--- src/rtl/collision_score_if.sv ---
// Bundle of game-state signals between the pipeline and collision_score.
//   start      : single-cycle start pulse
//   birdY      : top y of the bird sprite
//   Ax, Ay     : right-side x and gap-centre y of column A
//   Bx, By     : right-side x and gap-centre y of column B
//   passColumn : one-cycle pulse when a column wraps
//   finished   : high in IDLE or DEAD
//   playing    : high in PLAY
//   hit        : one-cycle pulse when a collision ends play
//   score      : packed BCD current score
//   highScore  : packed BCD best score since reset
// The master modport drives the game inputs; the slave modport is the scorer.
interface collision_score_if;
  logic        start;
  logic [10:0] birdY;
  logic [10:0] Ax;
  logic [10:0] Ay;
  logic [10:0] Bx;
  logic [10:0] By;
  logic        passColumn;
  logic        finished;
  logic        playing;
  logic        hit;
  logic [15:0] score;
  logic [15:0] highScore;

  modport master (
    output start, birdY, Ax, Ay, Bx, By, passColumn,
    input  finished, playing, hit, score, highScore
  );

  modport slave (
    input  start, birdY, Ax, Ay, Bx, By, passColumn,
    output finished, playing, hit, score, highScore
  );
endinterface

--- src/rtl/collision_score.sv ---
// Collision detection, game state FSM (IDLE/PLAY/DEAD) and BCD scoring.
//   gameClk : game tick clock, all state changes on its rising edge
//   reset   : asynchronous active-low reset
//   bus     : collision_score_if.slave carrying game inputs and status outputs
module collision_score #(
  parameter int unsigned ScreenHeight = 480,
  parameter int unsigned PipeW        = 40,
  parameter int unsigned GapHalf      = 60,
  parameter int unsigned BirdX        = 200,
  parameter int unsigned BirdSize     = 16
) (
  input  logic                gameClk,
  input  logic                reset,
  collision_score_if.slave    bus
);

  typedef enum logic [1:0] {StIdle, StPlay, StDead} state_e;

  localparam logic [11:0] XLo      = 12'(BirdX);
  localparam logic [11:0] XHi      = 12'(BirdX + BirdSize + PipeW - 2);
  localparam logic [11:0] GapHalfW = 12'(GapHalf);
  localparam logic [11:0] SizeW    = 12'(BirdSize);
  localparam logic [11:0] SizeM1W  = 12'(BirdSize - 1);
  localparam logic [11:0] FloorW   = 12'(ScreenHeight);

  state_e      state_q, state_d;
  logic [15:0] score_q, score_d;
  logic [15:0] high_q, high_d;
  logic        hit_q, hit_d;

  logic [11:0] bird_y;
  logic        pipe_hit, floor_hit, collide;

  // Column right edge inside the band where its span overlaps the bird's x span.
  function automatic logic x_hit(logic [10:0] x);
    logic [11:0] xw;
    xw = {1'b0, x};
    return (xw >= XLo) && (xw <= XHi);
  endfunction

  // Both bird edges inside the gap; written as additions so nothing underflows.
  function automatic logic gap_ok(logic [11:0] by, logic [10:0] y);
    logic [11:0] yw;
    yw = {1'b0, y};
    return (by + GapHalfW >= yw) && (by + SizeM1W <= yw + GapHalfW);
  endfunction

  // Digit-wise BCD increment, ripple carry from the least significant digit.
  function automatic logic [15:0] bcd_inc(logic [15:0] v);
    logic [15:0] r;
    logic        carry;
    r     = v;
    carry = 1'b1;
    for (int i = 0; i < 4; i++) begin
      if (carry) begin
        if (r[i*4 +: 4] == 4'd9) begin
          r[i*4 +: 4] = 4'd0;
        end else begin
          r[i*4 +: 4] = r[i*4 +: 4] + 4'd1;
          carry       = 1'b0;
        end
      end
    end
    return r;
  endfunction

  assign bird_y    = {1'b0, bus.birdY};
  assign pipe_hit  = (x_hit(bus.Ax) && !gap_ok(bird_y, bus.Ay)) ||
                     (x_hit(bus.Bx) && !gap_ok(bird_y, bus.By));
  assign floor_hit = (bird_y + SizeW >= FloorW);
  assign collide   = pipe_hit || floor_hit;

  always_comb begin
    state_d = state_q;
    score_d = score_q;
    high_d  = high_q;
    hit_d   = 1'b0;
    unique case (state_q)
      StIdle, StDead: begin
        if (bus.start) begin
          state_d = StPlay;
          score_d = 16'h0000;
        end
      end
      StPlay: begin
        if (collide) begin
          state_d = StDead;
          hit_d   = 1'b1;
          if (score_q > high_q) begin
            high_d = score_q;
          end
        end else if (bus.passColumn && (score_q != 16'h9999)) begin
          score_d = bcd_inc(score_q);
        end
      end
      default: state_d = StIdle;
    endcase
  end

  always_ff @(posedge gameClk or negedge reset) begin
    if (!reset) begin
      state_q <= StIdle;
      score_q <= 16'h0000;
      high_q  <= 16'h0000;
      hit_q   <= 1'b0;
    end else begin
      state_q <= state_d;
      score_q <= score_d;
      high_q  <= high_d;
      hit_q   <= hit_d;
    end
  end

  assign bus.finished  = (state_q != StPlay);
  assign bus.playing   = (state_q == StPlay);
  assign bus.hit       = hit_q;
  assign bus.score     = score_q;
  assign bus.highScore = high_q;

endmodule

--- src/flat_wrapper.sv ---
// flat-port wrapper written by rule: the top's interface ports become plain ports
module collision_score_flat 
#(
  parameter int unsigned ScreenHeight = 480,
  parameter int unsigned PipeW        = 40,
  parameter int unsigned GapHalf      = 60,
  parameter int unsigned BirdX        = 200,
  parameter int unsigned BirdSize     = 16
)
  (gameClk, reset, bus_start, bus_birdY, bus_Ax, bus_Ay, bus_Bx, bus_By, bus_passColumn, bus_finished, bus_playing, bus_hit, bus_score, bus_highScore);
  collision_score_if bus_i ();
  input  logic gameClk;
  input  logic reset;
  input wire logic [$bits(bus_i.start)-1:0] bus_start;
  input wire logic [$bits(bus_i.birdY)-1:0] bus_birdY;
  input wire logic [$bits(bus_i.Ax)-1:0] bus_Ax;
  input wire logic [$bits(bus_i.Ay)-1:0] bus_Ay;
  input wire logic [$bits(bus_i.Bx)-1:0] bus_Bx;
  input wire logic [$bits(bus_i.By)-1:0] bus_By;
  input wire logic [$bits(bus_i.passColumn)-1:0] bus_passColumn;
  output wire logic [$bits(bus_i.finished)-1:0] bus_finished;
  output wire logic [$bits(bus_i.playing)-1:0] bus_playing;
  output wire logic [$bits(bus_i.hit)-1:0] bus_hit;
  output wire logic [$bits(bus_i.score)-1:0] bus_score;
  output wire logic [$bits(bus_i.highScore)-1:0] bus_highScore;
  assign bus_i.start = bus_start;
  assign bus_i.birdY = bus_birdY;
  assign bus_i.Ax = bus_Ax;
  assign bus_i.Ay = bus_Ay;
  assign bus_i.Bx = bus_Bx;
  assign bus_i.By = bus_By;
  assign bus_i.passColumn = bus_passColumn;
  assign bus_finished = bus_i.finished;
  assign bus_playing = bus_i.playing;
  assign bus_hit = bus_i.hit;
  assign bus_score = bus_i.score;
  assign bus_highScore = bus_i.highScore;
  collision_score #(.ScreenHeight(ScreenHeight), .PipeW(PipeW), .GapHalf(GapHalf), .BirdX(BirdX), .BirdSize(BirdSize)) u_core (.gameClk(gameClk), .reset(reset), .bus(bus_i));
endmodule
--- config.mk ---
export PLATFORM = sky130hd
export DESIGN_NAME = collision_score_flat
export DESIGN_NICKNAME = d
export VERILOG_FILES = /design/src/rtl/collision_score_if.sv /design/src/rtl/collision_score.sv /design/src/flat_wrapper.sv
export SDC_FILE = /design/constraint.sdc
export NUM_CORES = 1
export LEC_CHECK = 0
export BUFFER_PORTS_ARGS = -buffer_cell sky130_fd_sc_hd__buf_4
export CAP_MARGIN = 10
export CORE_AREA = 2 2 81 98
export DETAILED_ROUTE_END_ITERATION = 6
export DIE_AREA = 0 0 83 100
export PLACE_DENSITY = 0.87
export REMOVE_ABC_BUFFERS = 1
export SYNTH_ARGS = -nofsm -noshare
export SYNTH_HDL_FRONTEND = slang
export SYNTH_SLANG_ARGS = --single-unit
--- constraint.sdc ---
create_clock -name gameClk -period 4.3 [get_ports gameClk]
set_input_delay 0.86 -clock gameClk [delete_from_list [all_inputs] [get_ports gameClk]]
set_output_delay 0.86 -clock gameClk [all_outputs]
set_load 0.005 [all_outputs]
Yosys cells after proc, flatten, opt, wreduce, memory -nomap -nowiden

Cells that the tools add are included.

Bits in registers: 35
Word-level logic and storage cells: 91

Muxes and demuxes: 30
Reduce and logical (&&, ||, !) cells: 20
Eq/ne operators: 15
$add $sub $neg: 9
Order comparisons: 10

Operator list:

| cell                                                            | count |
|---|---|
| two-way mux 16 bit                                              | 3 |
| adder 11 x 6 -> 12 bit, second input constant                   | 3 |
| one-hot mux 16 bit (2 select lines)                             | 1 |
| two-way mux 4 bit                                               | 7 |
| >= comparator 12 x 11 -> 1 bit                                  | 2 |
| less-or-equal comparator 12 bit                                 | 2 |
| >= comparator 11 x 8 -> 1 bit, second input constant            | 2 |
| less-or-equal comparator 11 x 8 -> 1 bit, second input constant | 2 |
| adder 4 x 1 -> 4 bit, second input constant                     | 4 |
| equality test 4 bit, second input constant                      | 4 |
| > comparator 16 bit                                             | 1 |
| two-way mux 1 bit                                               | 16 |
| != test 16 bit, second input constant                           | 1 |
| AND reduction 5 bit                                             | 3 |
| adder 11 x 4 -> 12 bit, second input constant                   | 1 |
| adder 11 x 5 -> 12 bit, second input constant                   | 1 |
| >= comparator 12 x 9 -> 1 bit, second input constant            | 1 |
| != test 2 x 1 -> 1 bit, second input constant                   | 6 |
| logical AND 1 bit                                               | 7 |
| two-way mux 2 bit                                               | 2 |
| != test 2 bit, second input constant                            | 2 |
| one-hot mux 2 bit (2 select lines)                              | 1 |
| AND reduction 4 bit                                             | 1 |
| AND reduction 3 bit                                             | 1 |
| 8 further kinds                                                 | 10 |

Longest topological paths before layout

Depth in word-level cells: 21
Mapped depth: 18
Mapped depth without buffers: 16

Least setup slack after synthesis

OpenSTA, ideal clock, no wires.

Path kind: input to register
From: in bus_birdY[4]
To: reg u_core.high_q[0], in the netlist u_core.bus.highScore[0]
Cell stages on the path: 16
Path buffers: 3
Library setup time: 125 ps
Data required time: 4175 ps
Arrival time: 4267 ps
Slack: -92 ps
Cell sequence: clkbuf_1 -> inv_1 -> ha_1 -> a21boi_0 -> nor2_1 -> xor2_1 -> ha_1 -> a21o_1 -> a211o_1 -> nor4_2 -> a311oi_1 -> and2_4 -> or4_4 -> buf_6 -> buf_6 -> mux2_4

Longest elaborated chain between the ends: 8

RTL lines:

| what                                                                              | RTL line                                     | RTL |
|---|---|---|
| start, declared                                                                   | flat_wrapper.sv:15                           | `input wire logic [$bits(bus_i.birdY)-1:0] bus_birdY;` |
| adder 11 x 6 -> 12 bit or adder 11 x 4 -> 12 bit (tied branches)                  | collision_score.sv:45                        | `return (by + GapHalfW >= yw) && (by + SizeM1W <= yw + GapHalfW);` |
| >= comparator 12 x 11 -> 1 bit or less-or-equal comparator 12 bit (tied branches) | collision_score.sv:45                        |  |
| logical AND 1 bit                                                                 | collision_score.sv:45                        |  |
| logical NOT 1 bit, on equally long branches                                       | collision_score.sv:68, collision_score.sv:69 |  |
| logical AND 1 bit, on equally long branches                                       | collision_score.sv:68, collision_score.sv:69 |  |
| logical OR 1 bit                                                                  | collision_score.sv:68                        | `assign pipe_hit = (x_hit(bus.Ax) && !gap_ok(bird_y, bus.Ay)) \|\|` |
| logical OR 1 bit *                                                                | collision_score.sv:71                        | `assign collide = pipe_hit \|\| floor_hit;` |
| AND reduction 3 bit (no line) *                                                   | n/a                                          |  |
| end signal, assigned                                                              | collision_score.sv:109                       | `high_q <= high_d;` |
| end, declared                                                                     | collision_score.sv:28                        | `logic [15:0] high_q, high_d;` |

Every way passes the cells marked *; elsewhere a longest branch is shown, timed or not.
A chain may end at the register's enable or synchronous reset.

Worst setup path in the final report

From: in bus_birdY[2]
To: reg u_core.high_q[10], in the netlist u_core.bus.highScore[10]

The elaborated chain is that of the path after synthesis.

==> results.md <==
- Gpl congestion: 0.885
- First-pass GRT wire length: 17.9 mm
- VDD IR max: 0.211 mV
- Final Power: 1.07 mW
- Slew headroom: 60.3%
- Most frequent cell after synthesis: ha_1
- Pwr/cell area: 211 mW/mm²
- Initial Util: 52.9%
- CTS buffer count: 5
- Final setup violation count: 0
- Hold_ws: 505 ps
- CTS Hold Buffers Added: 0
- Fraction of registers with async set/reset: 100%
- YS warnings: 0
- Startpoint types: input port
- Hold Path Class: in -> async
- Max H-tree Level: 2
- Num rows: 35
- Cell area after synthesis: 0.00396 mm²
- Cell Chain, Critical Path: buf_4 -> inv_1 -> ha_1 -> inv_1 -> a21boi_0 -> nor2_1 -> xor2_1 -> ha_1 -> a21o_1 -> a211o_1 -> nor4_2 -> a311oi_1 -> buf_4 -> and2_4 -> or4_4 -> mux2_4
- Clock Tree Buf Depth: 2
- Width of the die: 83 µm
- Crit-path max cell delay: 570 ps
- CP max FO: 16
- Reg2reg start: u_core.bus.score[1]$_DFFE_PN0P_
- RSZ-0062 raised after global routing: no
- WL final: 11.0 mm
- Final Slew Violations: 0
- Register-to-Register Path Depth: 10
- Top delay family on crit path: simple AND/OR/NAND/NOR gates
- Max Cap Viol: 0
- Initial DRC Count: 216
- Post-DR wirelength/cell: 16.1 µm
- Final hold viol count: 0
- Crit path DAT: 4280 ps
- CTS tree: built
- Final Net Count: 728
- Buffer and inverter count on the worst path: 4
- Fin cells: 683
- Synth top area share: 25.0%
- Skew-Pair Late Insertion Delay: 300 ps
- Total GRT Usage: a little over a quarter
- Worst EP required: 4480 ps
- Filler Cell Count: 567
- Clock slew at reported path FFs: 80 ps
- Layout cells sized above 1: 26.1%
- Reg2reg end: u_core.bus.score[7]$_DFFE_PN0P_
- CP Capture Type: flop
- First-pass DRT Iterations: 7
- Reg-to-reg setup timing slack: about 1400 ps
- Synthesized area per cell: 8.51 µm²
- Placed Instances: 674
- Largest net degree at the start of global routing: 36
- Synth area leader: ha_1
- P_leak: 2.69 nW
- WS Path Type: in -> reg
- Seq/Total Area, Yosys: 22.1%
- Final Cycle Share: 95.2%
- Die Span Y: 100 µm
- Synth Flop Type: dfrtp_1
- Final ANT Viol Nets: 0
- Fmax: 244 MHz
- DRC Markers: 0
- Synth Register Bits: 35
- Syn Inst Count: between 400 and 500
- Die area: 0.00830 mm²
- DPL Wire Length: 8.99 mm
- Congestion Overflow GR: 0
- Worst-margin pin slew: 595 ps
- Tmin final: 4090 ps
- Core ar.: 0.00749 mm²
- Clock Skew: roughly 10 ps
- Top area cells in the synthesized netlist: ha_1, dfrtp_1, inv_1
- Netlist cell types: 54
- Top Ports: 94
- Root buffer cell: clkbuf_8
- Antenna cells: 0
- Antenna violations before repair: 0
- Commonest cells post-synth: ha_1, inv_1, dfrtp_1, nand2_1, o21ai_0
- Vias in the first global route: 4047
- Critical path's slowest cell: or4_4
- Status: complete, no violations
- Via density: roughly 5.9
- Buffers added on ports: 93
- Via count: between 4000 and 5000
- Number of flops mapped to enable cells by yosys: 0
- CTS Sinks: 35
- P&R area growth vs syn: 28.8%
==> power breakdown <==
group          internal (mW)  switching (mW)  total, mW
clock                  0.173           0.127      0.299
combinational          0.190           0.214      0.405
sequential             0.345          0.0249      0.370
total                  0.708           0.366       1.07
==> cells by family after synthesis <==
kind of cell | after synthesis | synth area share, %
compound gates | 93 | 15.4
xor+xnor | 28 | 6.19
fa+ha+maj | 79 | 25.0
buf+inv | 65 | 6.73
flops | 35 | 22.1
mux | 17 | 5.03
simple gates | 148 | 19.5
==> worst max-delay path by stage <==
stage	to	slack [ps]	from	cells after the start
6_report	u_core.bus.highScore[10]$_DFFE_PN0P_	210	bus_birdY[2]	16
5_1_grt	u_core.bus.highScore[10]$_DFFE_PN0P_	90	bus_birdY[2]	18
4_1_cts	u_core.bus.highScore[10]$_DFFE_PN0P_	140	bus_birdY[2]	18
3_5_place_dp	u_core.bus.highScore[12]$_DFFE_PN0P_	-160	bus_birdY[2]	18
3_3_place_gp	u_core.bus.highScore[0]$_DFFE_PN0P_	5	bus_birdY[2]	16
2_1_floorplan	u_core.bus.highScore[12]$_DFFE_PN0P_	330	bus_birdY[2]	14
==> cell type report <==
| class | instances | area [µm²] | area share, % |
|---|---|---|---|
| Clock buffer | 5 | 68.8 | 1.35 |
| Clock inverter | 3 | 43.8 | 0.859 |
| Inverter | 56 | 210 | 4.12 |
| Multi-Input combinational cell | 365 | 2830 | 55.5 |
| Sequential cell | 35 | 876 | 17.2 |
| Tap cell | 92 | 115 | 2.26 |
| Timing Repair Buffer | 127 | 953 | 18.7 |
==> per-stage QoR <==
step	utilization, %	setup slack [ps]	TNS [ps]	cell area [µm²]
2_1_floorplan	-	327	0	3900
3_3_place_gp	66.3	4.57	0	4960
3_5_place_dp	66.3	-163	-1620	4960
4_1_cts	67.8	143	0	5080
5_1_grt	68.1	88.5	0	5100
6_report	68.1	208	0	5100
==> layout by cell type, fill, tap and decap left out, types with 4 or more instances in the layout <==
master	instances
o21ai_0	25
a21oi_1	17
nor4_1	4
mux2i_1	6
clkbuf_8	5
xor2_1	6
nor2b_1	6
a211o_1	4
ha_1	79
a21o_1	11
nor3_1	18
nand3_1	18
nand2b_1	8
nand4_1	15
and3_1	4
inv_1	56
nand2_1	35
mux2_2	7
o31ai_1	5
mux2_4	4
dfrtp_1	35
xnor2_1	22
buf_4	127
nor2_1	24
==> registers in the layout (all words and copies together), names as in the netlist <==
| signal | count |
|---|---|
| u_core.bus.score | 16 |
| u_core.state_q | 2 |
| u_core.bus.highScore | 16 |
| u_core.bus.hit | 1 |
==> metal layers <==
layer / vias up / share of wire (%) / global-route usage, %
met5: - / 0 / 0
li1: 1927 / - / -
met1: 1886 / 37 / 27.1
met3: 43 / 4.4 / 2.80
met4: 0 / 4.7 / 14.8
met2: 152 / 54 / 51.6
==> worst register-to-register path, cell delays in order (launching register included) <==
cell and delay (ps):
dfrtp_1 450, inv_1 100, ha_1 140, nand2_1 50
nor2_1 240, nand4_1 300, o311a_1 460, and3_1 240
a21oi_2 460, o21ai_0 200, o21ai_0 120
==> repair_timing <==
| item | in CTS | in global routing |
|---|---|---|
| setup buffers | 0 | 1 |
| setup endpoints to repair | 0 | 15 |
| gates resized for setup | 0 | 4 |
| hold endpoints to repair | 0 | 0 |
Power figures use the tool's default switching activity.
